File: src/rtl/sc_fifo.sv
// Single-clock FIFO over an inferred RAM with word count, almost flags and
// show-ahead/normal read modes. Sticky overflow/underflow flags: SC_FIFO_ERR_FLAGS_EN.
module sc_fifo #(
  parameter int unsigned DWIDTH           = 8,
  parameter int unsigned AWIDTH           = 3,
  parameter string       SHOWAHEAD        = "OFF",
  parameter int unsigned ALMOST_FULL_LVL  = 2**AWIDTH - 2,
  parameter int unsigned ALMOST_EMPTY_LVL = 2
) (
  input  logic              clk_i,
  input  logic              srst_i,
  input  logic [DWIDTH-1:0] data_i,
  input  logic              wr_req_i,
  input  logic              rd_req_i,
  output logic [DWIDTH-1:0] q_o,
  output logic              empty_o,
  output logic              full_o,
  output logic [AWIDTH:0]   usedw_o,
  output logic              almost_full_o,
  output logic              almost_empty_o
`ifdef SC_FIFO_ERR_FLAGS_EN
  ,
  output logic              overflow_o,
  output logic              underflow_o
`endif
);

  localparam int unsigned     DEPTH     = 2**AWIDTH;
  localparam logic [AWIDTH:0] DEPTH_CNT = (AWIDTH+1)'(DEPTH);
  localparam logic [AWIDTH:0] AF_LVL    = (AWIDTH+1)'(ALMOST_FULL_LVL);
  localparam logic [AWIDTH:0] AE_LVL    = (AWIDTH+1)'(ALMOST_EMPTY_LVL);
  localparam bit              SHOW      = (SHOWAHEAD == "ON");

  logic [DWIDTH-1:0] mem [DEPTH];

  logic [AWIDTH-1:0] wr_ptr;
  logic [AWIDTH-1:0] rd_ptr;
  logic [AWIDTH-1:0] rd_ptr_next;
  logic [AWIDTH-1:0] rd_addr;
  logic [AWIDTH:0]   usedw;
  logic [AWIDTH:0]   usedw_next;
  logic              full;
  logic              empty;
  logic              wr_en;
  logic              rd_en;
  logic              q_load;
  logic              bypass;
  logic [DWIDTH-1:0] q;
  logic [DWIDTH-1:0] rd_word;

  always_comb begin
    wr_en       = wr_req_i && !full;
    rd_en       = rd_req_i && !empty;
    rd_ptr_next = rd_en ? rd_ptr + AWIDTH'(1) : rd_ptr;
    usedw_next  = usedw;
    case ({wr_en, rd_en})
      2'b10:   usedw_next = usedw + (AWIDTH+1)'(1);
      2'b01:   usedw_next = usedw - (AWIDTH+1)'(1);
      default: usedw_next = usedw;
    endcase
  end

  // Show-ahead reads the RAM at the post-pop address so the new head lands on
  // the next edge; a word written on that same edge is forwarded from data_i.
  // An empty FIFO or a pop down to empty leaves q holding its last value.
  always_comb begin
    rd_addr = rd_ptr;
    bypass  = 1'b0;
    q_load  = rd_en;
    if (SHOW) begin
      rd_addr = rd_ptr_next;
      bypass  = wr_en && (wr_ptr == rd_ptr_next);
      q_load  = !empty && (usedw_next != '0);
    end
    rd_word = bypass ? data_i : mem[rd_addr];
  end

  always_ff @(posedge clk_i) begin
    if (srst_i && wr_en) begin
      mem[wr_ptr] <= data_i;
    end
  end

  always_ff @(posedge clk_i) begin
    if (!srst_i) begin
      wr_ptr <= '0;
      rd_ptr <= '0;
      usedw  <= '0;
      full   <= 1'b0;
      empty  <= 1'b1;
      q      <= '0;
    end else begin
      if (wr_en) begin
        wr_ptr <= wr_ptr + AWIDTH'(1);
      end
      rd_ptr <= rd_ptr_next;
      usedw  <= usedw_next;
      full   <= (usedw_next == DEPTH_CNT);
      empty  <= (usedw_next == '0);
      if (q_load) begin
        q <= rd_word;
      end
    end
  end

`ifdef SC_FIFO_ERR_FLAGS_EN
  always_ff @(posedge clk_i) begin
    if (!srst_i) begin
      overflow_o  <= 1'b0;
      underflow_o <= 1'b0;
    end else begin
      if (wr_req_i && full) begin
        overflow_o <= 1'b1;
      end
      if (rd_req_i && empty) begin
        underflow_o <= 1'b1;
      end
    end
  end
`endif

  assign q_o            = q;
  assign empty_o        = empty;
  assign full_o         = full;
  assign usedw_o        = usedw;
  assign almost_full_o  = (usedw >= AF_LVL);
  assign almost_empty_o = (usedw < AE_LVL);

endmodule

File: config.mk
export PLATFORM = sky130hd
export DESIGN_NAME = sc_fifo
export DESIGN_NICKNAME = d
export VERILOG_FILES = /design/src/rtl/sc_fifo.sv
export SDC_FILE = /design/constraint.sdc
export NUM_CORES = 1
export LEC_CHECK = 0
export CAP_MARGIN = 20
export CORE_MARGIN = 1.5
export CORE_UTILIZATION = 40
export CTS_BUF_LIST = sky130_fd_sc_hd__clkbuf_8
export CTS_CLUSTER_DIAMETER = 100
export CTS_CLUSTER_SIZE = 16
export DETAILED_ROUTE_END_ITERATION = 8
export SYNTH_ARGS = -nofsm -noshare
export SYNTH_HDL_FRONTEND = slang
export SYNTH_SLANG_ARGS = --single-unit
File: constraint.sdc
create_clock -name clk_i -period 2.7 [get_ports clk_i]
set_input_delay 0.675 -clock clk_i [delete_from_list [all_inputs] [get_ports clk_i]]
set_output_delay 0.675 -clock clk_i [all_outputs]
set_load 0.05 [all_outputs]
Yosys cells after proc, flatten, opt, wreduce, memory -nomap -nowiden
Memory sizes are Yosys's and may differ from the RTL's. A register that Yosys moved wholly into a read port is not among the register bits.
Index checks and enable logic that the tools add are counted.
{ "op_classes": {"n_eq_ne": 3, "n_addsub": 4, "n_reduce_logical": 7, "n_lt_le_gt_ge": 2, "n_mux": 3} }
{ "op_table": {"columns": ["cell", "count"], "rows": [
  ["$pmux W4 S2", 1],
  ["$add A3 B1 Y3 const B", 2],
  ["$add A4 B1 Y4 const B", 1],
  ["$eq A4 B4 Y1 const B", 1],
  ["$ge A4 B3 Y1 const B", 1],
  ["$logic_not A4 Y1", 1],
  ["$lt A4 B2 Y1 const B", 1],
  ["$sub A4 B1 Y4 const B", 1],
  ["$logic_and A1 B1 Y1", 3],
  ["$logic_not A1 Y1", 3],
  ["$eq A2 B1 Y1 const B", 1],
  ["$eq A2 B2 Y1 const B", 1],
  ["$mux W1", 2]
]} }
{ "totals": {"reg_bits": 12, "memories": 1, "ramBits": 64, "inputBits": 12, "word_cells": 25, "out_inout_bits": 16} }
{ "mem_list": {"columns": ["name", "depth", "width", "read_ports", "rd_ports_with_merged_regs", "wr", "line", "source"], "rows": [
  ["mem", 8, 8, 1, 1, 1, "34", "logic [DWIDTH-1:0] mem [DEPTH];"]
]} }

Logic depth before layout (Yosys ltp)
Gate-level depths: netlist of run 1.
{ "depth": {"depth_word": 5, "ltp_mapped": 11, "depth_no_buf": 10} }

Least setup slack after synthesis of run 1
Ideal clock, no wire load.
{ "synth_path": {"path_type": "flip-flop to flip-flop", "start": "register empty (netlist: empty_o)", "end": "register full (netlist: full_o)", "n_path_buf": 1, "setup_ns": 0.060, "arrival_ns": 2.400, "path_slack_ns": 0.240, "period_less_slack_ns": 2.460, "stages_incl_launch_ff": 10, "required_time_ns": 2.640, "path_cell_list": "dfxtp_1 > nand2b_2 > inv_1 > clkbuf_1 > ha_1 > and4b_1 > o21ai_1 > a221oi_2 > mux2i_1 > and3_1"} }
{ "synth_between": {"elab_chain_len": 5, "word_cells_on_any_way": 6, "classes_between": "eq/ne: 3; mux: 1; reduce/logical: 2"} }
{ "synth_lines": {"columns": ["item", "line", "source"], "rows": [
  ["start, declared", "43", "logic empty;"],
  ["start signal, assigned", "99", "empty <= (usedw_next == '0);"],
  ["$logic_not A1 Y1 *", "53", "rd_en = rd_req_i && !empty;"],
  ["$logic_and A1 B1 Y1 *", "53", null],
  ["$eq A2 B1 Y1 / $eq A2 B2 Y1 (equally long branches)", "56", "case ({wr_en, rd_en})"],
  ["$pmux W4 S2 *", "56", null],
  ["$eq A4 B4 Y1 *", "98", "full <= (usedw_next == DEPTH_CNT);"],
  ["end signal, assigned", "98", null],
  ["end, declared", "42", "logic full;"]
]} }
Mark *: on every way between the ends. The rest lies on a longest branch, timed or not.
A chain may end at the register's enable or synchronous reset.

Worst setup path after layout of run 1
{ "layout_path": {"start": "register usedw[1] (netlist: usedw_o[1])", "end": "output almost_full_o"} }
{ "layout_between": {"elab_chain_len": 1} }
{ "layout_lines": {"columns": ["item", "line", "source"], "rows": [
  ["start, declared", "40", "logic [AWIDTH:0] usedw;"],
  ["start signal, assigned", "97", "usedw <= usedw_next;"],
  ["$ge A4 B3 Y1", "126", "assign almost_full_o = (usedw >= AF_LVL);"],
  ["end, declared", "19", "output logic almost_full_o,"]
]} }
No other way between the ends.

==> results.yml, run 1 <==
status:
  status: "completed"
routing:
  final_antenna_net_count: 0
  drcViolationCount: 0
  vias: 1810
  drt_iter0_markers: 104
  dr.pass1.iters: 4
  wl_per_cell_um: 16.5
  drt_wl_total_um: 5860
  drt-vias-per-instance: 5.10
clock_network:
  root_buffer: "clkbuf_8"
  cts.repair.resized: 0
  cts_tree: "yes"
  cts_max_level: 3
  cts_buffers: 9
  clk_latency_ps: 350
  clk_pin_slew_ps: 80
  clkSinkCount: 84
  cts_setup_buffers: 0
  cts-hold-fix-buffers: 0
  cts.path.max_buffers: 2
global_routing:
  grt_first_pass_wirelength_um: 9330
  grt.total_usage_pct: 14.8
  grt_overflow: 0
  antenna_found_initial: 0
  grt_max_degree: 20
  grt_pass1_vias: 1736
pwr:
  peakVddDrop_mv: 0.251
  p_leak_nw: 1.29
  power_mw: 3.09
  powerDensity_mw_per_mm2: 774
timing:
  worstMarginPinSlew_ps: 622
  setup_viol: 0
  hold_violations: 0
  final_max_slew_viol_count: 0
  period_share_pct: 93.8
  fmax_mhz: 395
  fin_crit_ps: 2530
  skew_ps: 8.65
  relSlewSlack_pct: 58.4
  fin_ws_ps: 168
  rsz0062_at_grt: "no"
floorplanning:
  die_w_um: 94.3
  num_io_pins: 28
  initial_core_util_pct: 41.0
  die_y_um: 94.3
  dieArea_mm2: 0.00890
  core_area_mm2: 0.00813
  rows: 33
critical_path:
  r2r_start: "full_o$_SDFF_PN0_"
  cp_top_family: "buffers and inverters"
  path_cells: "a21o_2 > clkdlybuf4s50_1"
  worst-path-stages: 2
  critical_path_buf_inv_count: 1
  worst_setup_path_start_kind: "flip-flop"
  cp_slowest_cell: "clkdlybuf4s50_1"
  reg2reg_slack_ps: 700
  worst_r2r_path_depth: 8
  arrival_ps: 1860
  slowest_delay_ps: 790
  r2r_end: "full_o$_SDFF_PN0_"
  setup.worst_path.end_class: "output port"
  path_class: "flip-flop to output port"
  cp_max_fo: 10
  required_ps: 2030
layout:
  nets: 261
  drive_above_1_share_pct: 20.0
  final_common_cell: "edfxtp_1"
  diodes: 0
  area_delta_synth_final_pct: 19.6
  layout_common_cells: "edfxtp_1 (64), clkdlybuf4s50_1 (27), dfxtp_1 (20)"
synthesis:
  synth_cells: 202
  ys_seq_area_share_pct: 69.6
  synth-edff-count: 64
  synth_top_area_share_pct: 57.6
  synthArstFlopShare_pct: 0
  synth_flop_cell: "edfxtp_1"
  synth_top_cell_by_area: "edfxtp_1"
  yosys_warnings: 0
  synth_nets: 218
  ys_top_cells_by_area: "edfxtp_1 (58%), dfxtp_1 (12%), mux4_2 (11%), mux2i_1 (3.0%), a211oi_1 (1.8%)"
  synth.distinct_cells: 33
  ys_ff_latch: 84
  avgSynthCellArea_um2: 16.5
  netlist_area_mm2: 0.00334
run:
  drv_cap: 0
worst_hold_path:
  hold_start: "q_o[2]$_SDFFE_PN0P_"
  min_path_cells: 2
  hold_end: "q_o[2]$_SDFFE_PN0P_"
  min_path_type: "flip-flop to flip-flop"
place:
  dp_hpwl_um: 3770
  place_ws_ps: -132
  io_buffers: 27
  gp_congestion: 0.762
## worst register-to-register path, cell delays in order, from the launching register on
cell,delay [ps]
dfxtp_1,320
nor2b_1,180
inv_2,60
ha_1,240
and4b_1,280
o21ai_1,80
a221oi_2,370
mux2i_1,270
and3_1,170
## layout make-up
type | instances | area, um2
inverter | 3 | 11.3
multi-input combinational | 105 | 946
fill | 695 | 4140
clock inverter | 7 | 75.1
sequential | 84 | 2320
clock buffer | 9 | 124
timing repair buffer | 42 | 383
tap | 105 | 131
## per-layer routing
layer	track usage [%]	part of all wire (%)	vias to the layer above
met4	7.71	2.3	0
met2	21.0	45	42
met5	0	0	-
met3	3.38	3.3	12
li1	-	-	867
met1	21.3	50	889
## power breakdown
| part | internal [mW] | switching, mW | leakage, nW |
|---|---|---|---|
| Combinational | 0.287 | 0.403 | 0.455 |
| Sequential | 1.46 | 0.0543 | 0.742 |
| Clock | 0.432 | 0.459 | 0.0976 |
## metrics by stage
step	TNS (ps)	hold WS, ps	cell area (um2)	cells	utilization, %
after floorplan	0	492	3340	202	-
after global placement	-93.8	487	3790	339	46.6
after detailed placement	-201	496	3790	339	46.6
after CTS	0	507	3990	355	49.1
after global routing	0	536	3990	355	49.1
final	0	501	3990	355	49.1
## sequential cells by signal, summed over array words and instances, names as in the netlist
signal   cells
mem         64
q_o          8
empty_o      1
rd_addr      3
full_o       1
wr_ptr       3
usedw_o      4
## kinds of logic (layout without fill, tap and decap cells)
family / count (synthesis) / after routing / synth area share [%]
buffers and inverters: 13 / 61 / 2.06
adder cells (fa/ha/maj): 4 / 4 / 1.50
multiplexers: 26 / 26 / 13.8
flip-flops: 84 / 84 / 69.6
XOR/XNOR: 7 / 7 / 1.84
AND/OR/NAND/NOR: 49 / 49 / 7.05
AO/OA/AOI/OAI: 19 / 19 / 4.16
## worst max path at each step
| stage | to | startpoint | slack [ps] |
|---|---|---|---|
| floorplan | full_o$_SDFF_PN0_ | empty_o$_SDFF_PN1_ | 240 |
| global placement | full_o$_SDFF_PN0_ | wr_req_i | -60 |
| detailed placement | full_o$_SDFF_PN0_ | wr_req_i | -130 |
| CTS | almost_full_o | usedw_o[1]$_SDFF_PN0_ | 150 |
| global route | full_o$_SDFF_PN0_ | wr_req_i | 90 |
| finish | almost_full_o | usedw_o[1]$_SDFF_PN0_ | 170 |
## synthesized netlist by cell type (2+ instances only)
master,count
nor3_1,9
mux4_2,16
edfxtp_1,64
buf_4,3
a211oi_1,8
nor2_1,16
clkbuf_1,5
xnor2_1,5
nand2b_1,5
dfxtp_1,20
xor2_1,2
ha_1,4
nand2_1,11
a21oi_1,3
mux2i_1,10
o22ai_1,2
and3_1,2
nor3b_1,2
(Power assumes the default switching activity.)
==> run 2: changes to the inputs <==
--- a/config.mk
+++ b/config.mk
@@ -5,12 +5,12 @@
 export SDC_FILE = /design/constraint.sdc
 export NUM_CORES = 1
 export LEC_CHECK = 0
+export ABC_AREA = 1
 export CAP_MARGIN = 20
 export CORE_MARGIN = 1.5
 export CORE_UTILIZATION = 40
 export CTS_BUF_LIST = sky130_fd_sc_hd__clkbuf_8
 export CTS_CLUSTER_DIAMETER = 100
-export CTS_CLUSTER_SIZE = 16
 export DETAILED_ROUTE_END_ITERATION = 8
 export SYNTH_ARGS = -nofsm -noshare
 export SYNTH_HDL_FRONTEND = slang
==> run 2 against run 1 <==
Net effect:
- power increased by 22%
- critical endpoint unchanged
- critical path depth grew 1
- combinational power is 88% higher
- global-route usage up 2.2 points
- via count increased by 28%
- worst hold slack gained 29 ps
- sequential cell count unchanged
==> results.yml, run 2 <==
layout:
  multiInputGateArea_um2: 933
  final_common_cell: "edfxtp_1"
  nets: 357
  diodes: 0
  fin_area_mm2: 0.00405
  largest_reg_flops: 64
  final_cells: 451
  area_delta_synth_final_pct: 18.9
  largest_register: "mem"
  fill_cells: 748
  layout_common_cells: "edfxtp_1 (64), nor2_1 (41), o21ai_0 (28)"
  ff_latch_area_mm2: 0.00232
  drive_above_1_share_pct: 12.1
clock_network:
  clkSinkCount: 84
  cts_tree: "yes"
  clk_pin_slew_ps: 80
  root_buffer: "clkbuf_8"
  cts-hold-fix-buffers: 0
  clk_latency_ps: 350
  cts.path.max_buffers: 2
  cts.repair.resized: 0
  cts_max_level: 3
  cts_buffers: 9
  cts_setup_buffers: 0
timing:
  period_share_pct: 92.4
  fmax_mhz: 401
  fin_crit_ps: 2500
  skew_ps: 6.24
  relSlewSlack_pct: 60.5
  fin_ws_ps: 204
  tns_ps: 0
  setup_viol: 0
  worstMarginPinSlew_ps: 591
  final_max_slew_viol_count: 0
  hold_violations: 0
  rsz0062_at_grt: "no"
synthesis:
  synthArstFlopShare_pct: 0
  ys_ff_latch: 84
  synth.distinct_cells: 23
  netlist_area_mm2: 0.00341
  synth_top_cell_by_area: "edfxtp_1"
  synth.top_cells.by_count: "edfxtp_1 (64), nor2_1 (41), o21ai_0 (28)"
  ys_seq_area_share_pct: 68.1
  synth_nets: 317
  synth-edff-count: 64
  synth_flop_cell: "edfxtp_1"
  avgSynthCellArea_um2: 11.3
  synth_most_common_cell: "edfxtp_1"
  synth_top_area_share_pct: 56.4
  synth_cells: 301
  yosys_warnings: 0
  ys_top_cells_by_area: "edfxtp_1 (56%), dfxtp_1 (12%), nor2_1 (4.5%), o21ai_0 (4.1%), o21ai_1 (4.0%)"
global_routing:
  grt_first_pass_wirelength_um: 11000
  antenna_found_initial: 0
  grt.total_usage_pct: 17.0
  grt_overflow: 0
  grt_pass1_vias: 2174
  grt_max_degree: 35
routing:
  drt_iter0_markers: 151
  dr.pass1.iters: 4
  wl_per_cell_um: 15.2
  drcViolationCount: 0
  vias: 2318
  final_antenna_net_count: 0
  routed-wl-met2_um: 3250
  wl_met3_um: 282
  met1_length_um: 3180
  drt_wl_total_um: 6840
  top_layer: "met4"
  drt-vias-per-instance: 5.14
run:
  drv_cap: 0
critical_path:
  setup.worst_path.end_class: "output port"
  cp_max_fo: 5
  arrival_ps: 1820
  reg2reg_slack_ps: 970
  worst_setup_path_start_kind: "flip-flop"
  required_ps: 2030
  path_class: "flip-flop to output port"
pwr:
  internal_power_mw: 2.38
  power_mw: 3.76
  peakVddDrop_mv: 0.323
  power_frac_clock_pct: 23.0
  p_leak_nw: 1.46
  netSwitchingFraction_pct: 36.6
  powerDensity_mw_per_mm2: 928
  switchingPower_mw: 1.38
  power_frac_comb_pct: 34.5
  p_seq_share_pct: 42.5
place:
  io_buffers: 27
  gp_congestion: 0.839
  dp_cells: 435
  place_ws_ps: 176
  placed_area_mm2: 0.00386
  dp_hpwl_um: 4330
status:
  status: "completed"
floorplanning:
  dieArea_mm2: 0.00908
  initial_core_util_pct: 41.5
  core_area_mm2: 0.00822
  die_w_um: 95.3
  rows: 33
  num_io_pins: 28
  die_y_um: 95.3
worst_hold_path:
  min_path_type: "flip-flop to flip-flop"
==> run 2: cells by family after synthesis <==
group | Yosys count | synth area share [%]
DFF | 84 | 68.1
AOI/OAI and AO/OA | 89 | 14.4
buffers and inverters | 37 | 4.48
and+or+nand+nor | 85 | 11.0
adders and majority gates | 4 | 1.47
xor gates and xnor gates | 2 | 0.514
==> run 2: layer usage <==
metal / global-route usage (%) / vias to the layer above
li1: - / 1153
met1: 21.8 / 1106
met2: 27.5 / 49
met3: 3.19 / 10
met4: 8.46 / 0
met5: 0 / -
==> run 2: final timing paths <==
path	from	depth (start not counted)	to
hold reg to reg	wr_ptr[2]$_SDFFE_PN0P_	2	wr_ptr[2]$_SDFFE_PN0P_
setup reg to reg	full_o$_SDFF_PN0_	14	empty_o$_SDFF_PN1_
hold / removal	wr_ptr[2]$_SDFFE_PN0P_	2	wr_ptr[2]$_SDFFE_PN0P_
setup / recovery	usedw_o[2]$_SDFF_PN0_	3	almost_full_o
==> run 2: final cells by class <==
type	count	share of cell area, %
timing repair buffer	42	9.44
clock buffer	10	3.40
sequential	84	57.3
inverter	24	2.22
multi-input combinational	180	23.0
tap	105	3.24
clock inverter	6	1.39
==> run 2: power groups by stage <==
stage | combinational, mW | clock [mW] | sequential, mW
2_1_floorplan | 0.689 | 0 | 1.86
5_1_grt | 1.43 | 0.940 | 1.62
3_3_place_gp | 1.29 | 0 | 1.63
3_5_place_dp | 1.30 | 0 | 1.63
4_1_cts | 1.31 | 0.890 | 1.60
6_report | 1.30 | 0.865 | 1.60
==> run 2: critical path: stages (launching register included) <==
cell and delay (ps):
dfxtp_1 410, inv_1 110, o21ai_0 140, clkdlybuf4s50_1 820
==> run 2: per-stage QoR <==
step	hold slack (ps)	util [%]
floorplan	486	-
global placement	514	47.0
detailed placement	521	47.0
CTS	533	49.3
global route	559	49.3
finish	530	49.3
==> run 3: changes to the inputs <==
--- a/config.mk
+++ b/config.mk
@@ -7,7 +7,6 @@
 export LEC_CHECK = 0
 export ABC_AREA = 1
 export CAP_MARGIN = 20
-export CORE_MARGIN = 1.5
 export CORE_UTILIZATION = 40
 export CTS_BUF_LIST = sky130_fd_sc_hd__clkbuf_8
 export CTS_CLUSTER_DIAMETER = 100
==> run 3 against run 2 <==
Net effect:
- critical path depth did not move
- sequential cell count did not move
- clock skew rose by 5.4 ps
- fmax barely moved
- combinational power barely moved
- highest routed layer unchanged
- sequential power barely moved
- via count rose by 1.1%
- power rose by 3.7%
- design area rose by 1.3%
- clock-buffer cell count did not move
==> results.yml, run 3 (synthesis results as in run 2) <==
floorplanning:
  core_area_mm2: 0.00822
  dieArea_mm2: 0.00889
  rows: 33
  num_io_pins: 28
  die_w_um: 94.3
  initial_core_util_pct: 41.5
  die_y_um: 94.3
critical_path:
  worst_r2r_path_depth: 13
  slowest_delay_ps: 820
  path_class: "flip-flop to output port"
  cp_slowest_cell: "clkdlybuf4s50_1"
  startpoint: "usedw_o[1]$_SDFF_PN0_"
  path_cells: "inv_1 > o21ai_0 > clkdlybuf4s50_1"
  setup.worst_path.end_class: "output port"
  required_ps: 2030
  arrival_ps: 1820
  worst_setup_path_start_kind: "flip-flop"
  r2r_start: "full_o$_SDFF_PN0_"
  reg2reg_slack_ps: 1040
  r2r_end: "empty_o$_SDFF_PN1_"
  cp_max_fo: 5
layout:
  layout_common_cells: "edfxtp_1 (64), nor2_1 (41), o21ai_0 (28)"
  nets: 359
  drive_above_1_share_pct: 13.2
  final_common_cell: "edfxtp_1"
  post-route-util_pct: 50.0
  final_cells: 453
  ff_latch_area_mm2: 0.00232
  fin_area_mm2: 0.00411
  diodes: 0
  area_delta_synth_final_pct: 20.5
  largest_register: "mem"
  largest_reg_flops: 64
  fill_cells: 735
  multiInputGateArea_um2: 933
clock_network:
  clkSinkCount: 84
  cts-hold-fix-buffers: 0
  clk_pin_slew_ps: 80
  root_buffer: "clkbuf_8"
  cts_tree: "yes"
  clk_latency_ps: 350
  cts_max_level: 3
  cts.path.max_buffers: 2
  cts_buffers: 9
  cts.repair.resized: 0
  cts_setup_buffers: 0
pwr:
  peakVddDrop_mv: 0.463
  p_seq_share_pct: 41.0
  powerDensity_mw_per_mm2: 950
  power_frac_clock_pct: 25.7
  switchingPower_mw: 1.41
  power_frac_comb_pct: 33.3
  p_leak_nw: 1.47
  power_mw: 3.90
  internal_power_mw: 2.49
  netSwitchingFraction_pct: 36.1
routing:
  vias: 2344
  dr.pass1.iters: 4
  drt_wl_total_um: 7040
  drt-vias-per-instance: 5.17
  wl_per_cell_um: 15.5
  drt_iter0_markers: 164
  final_antenna_net_count: 0
  drcViolationCount: 0
global_routing:
  grt_overflow: 0
  grt_max_degree: 35
  grt.total_usage_pct: 17.9
  antenna_found_initial: 0
  grt_first_pass_wirelength_um: 11500
  grt_pass1_vias: 2300
place:
  gp_congestion: 0.795
  placed_area_mm2: 0.00387
  place_ws_ps: 211
  io_buffers: 27
  dp_cells: 437
  dp_hpwl_um: 4550
worst_hold_path:
  min_path_type: "flip-flop to flip-flop"
  min_path_cells: 2
  hold_end: "wr_ptr[2]$_SDFFE_PN0P_"
  hold_start: "wr_ptr[2]$_SDFFE_PN0P_"
timing:
  fin_hold_ws_ps: 541
  final_max_slew_viol_count: 0
  fmax_mhz: 400
  relSlewSlack_pct: 61.1
  tns_ps: 0
  period_share_pct: 92.5
  worstMarginPinSlew_ps: 583
  hold_violations: 0
  rsz0062_at_grt: "no"
  fin_crit_ps: 2500
  setup_viol: 0
  skew_ps: 11.6
  fin_ws_ps: 202
status:
  status: "completed"
run:
  drv_cap: 0
==> run 3: critical path, delay by kind of cell, from the launching register on <==
| family | cells | cell delay, ps |
|---|---|---|
| AOI/OAI and AO/OA | 1 | 150 |
| DFF | 1 | 410 |
| buffers and inverters | 2 | 910 |
==> run 3: area by class of cell <==
| class | instances | share of cell area [%] |
|---|---|---|
| flip-flops and latches | 84 | 56.6 |
| inverters | 24 | 2.19 |
| clock buffers | 10 | 3.35 |
| repair buffers | 44 | 9.69 |
| multi-input cells | 180 | 22.7 |
| well taps | 105 | 3.20 |
| clock inverters | 6 | 2.29 |
==> run 3: worst max path at each step <==
stage                          to  cells after the start  slack (ps)
2_1_floorplan       almost_full_o                      2          90
3_3_place_gp   empty_o$_SDFF_PN1_                     14         250
3_5_place_dp   empty_o$_SDFF_PN1_                     14         210
4_1_cts             almost_full_o                      3         180
5_1_grt            almost_empty_o                      4          90
6_report            almost_full_o                      3         200
==> run 3: power groups by stage <==
stage / clock, mW / sequential, mW / combinational [mW]
floorplan: 0 / 1.86 / 0.689
global placement: 0 / 1.63 / 1.29
detailed placement: 0 / 1.63 / 1.30
CTS: 1.02 / 1.60 / 1.31
global route: 1.07 / 1.62 / 1.43
finish: 1.00 / 1.60 / 1.30
==> run 3: metal layers <==
layer  track usage [%]  wire, um  vias to the layer above  share of wire, %
met4              7.05       166                        0               2.4
met3              5.10       244                       15               3.5
met5                 0         0                        -                 0
li1                  -         -                     1160                 -
met1              22.3      3270                     1128                46
met2              29.3      3360                       41                48
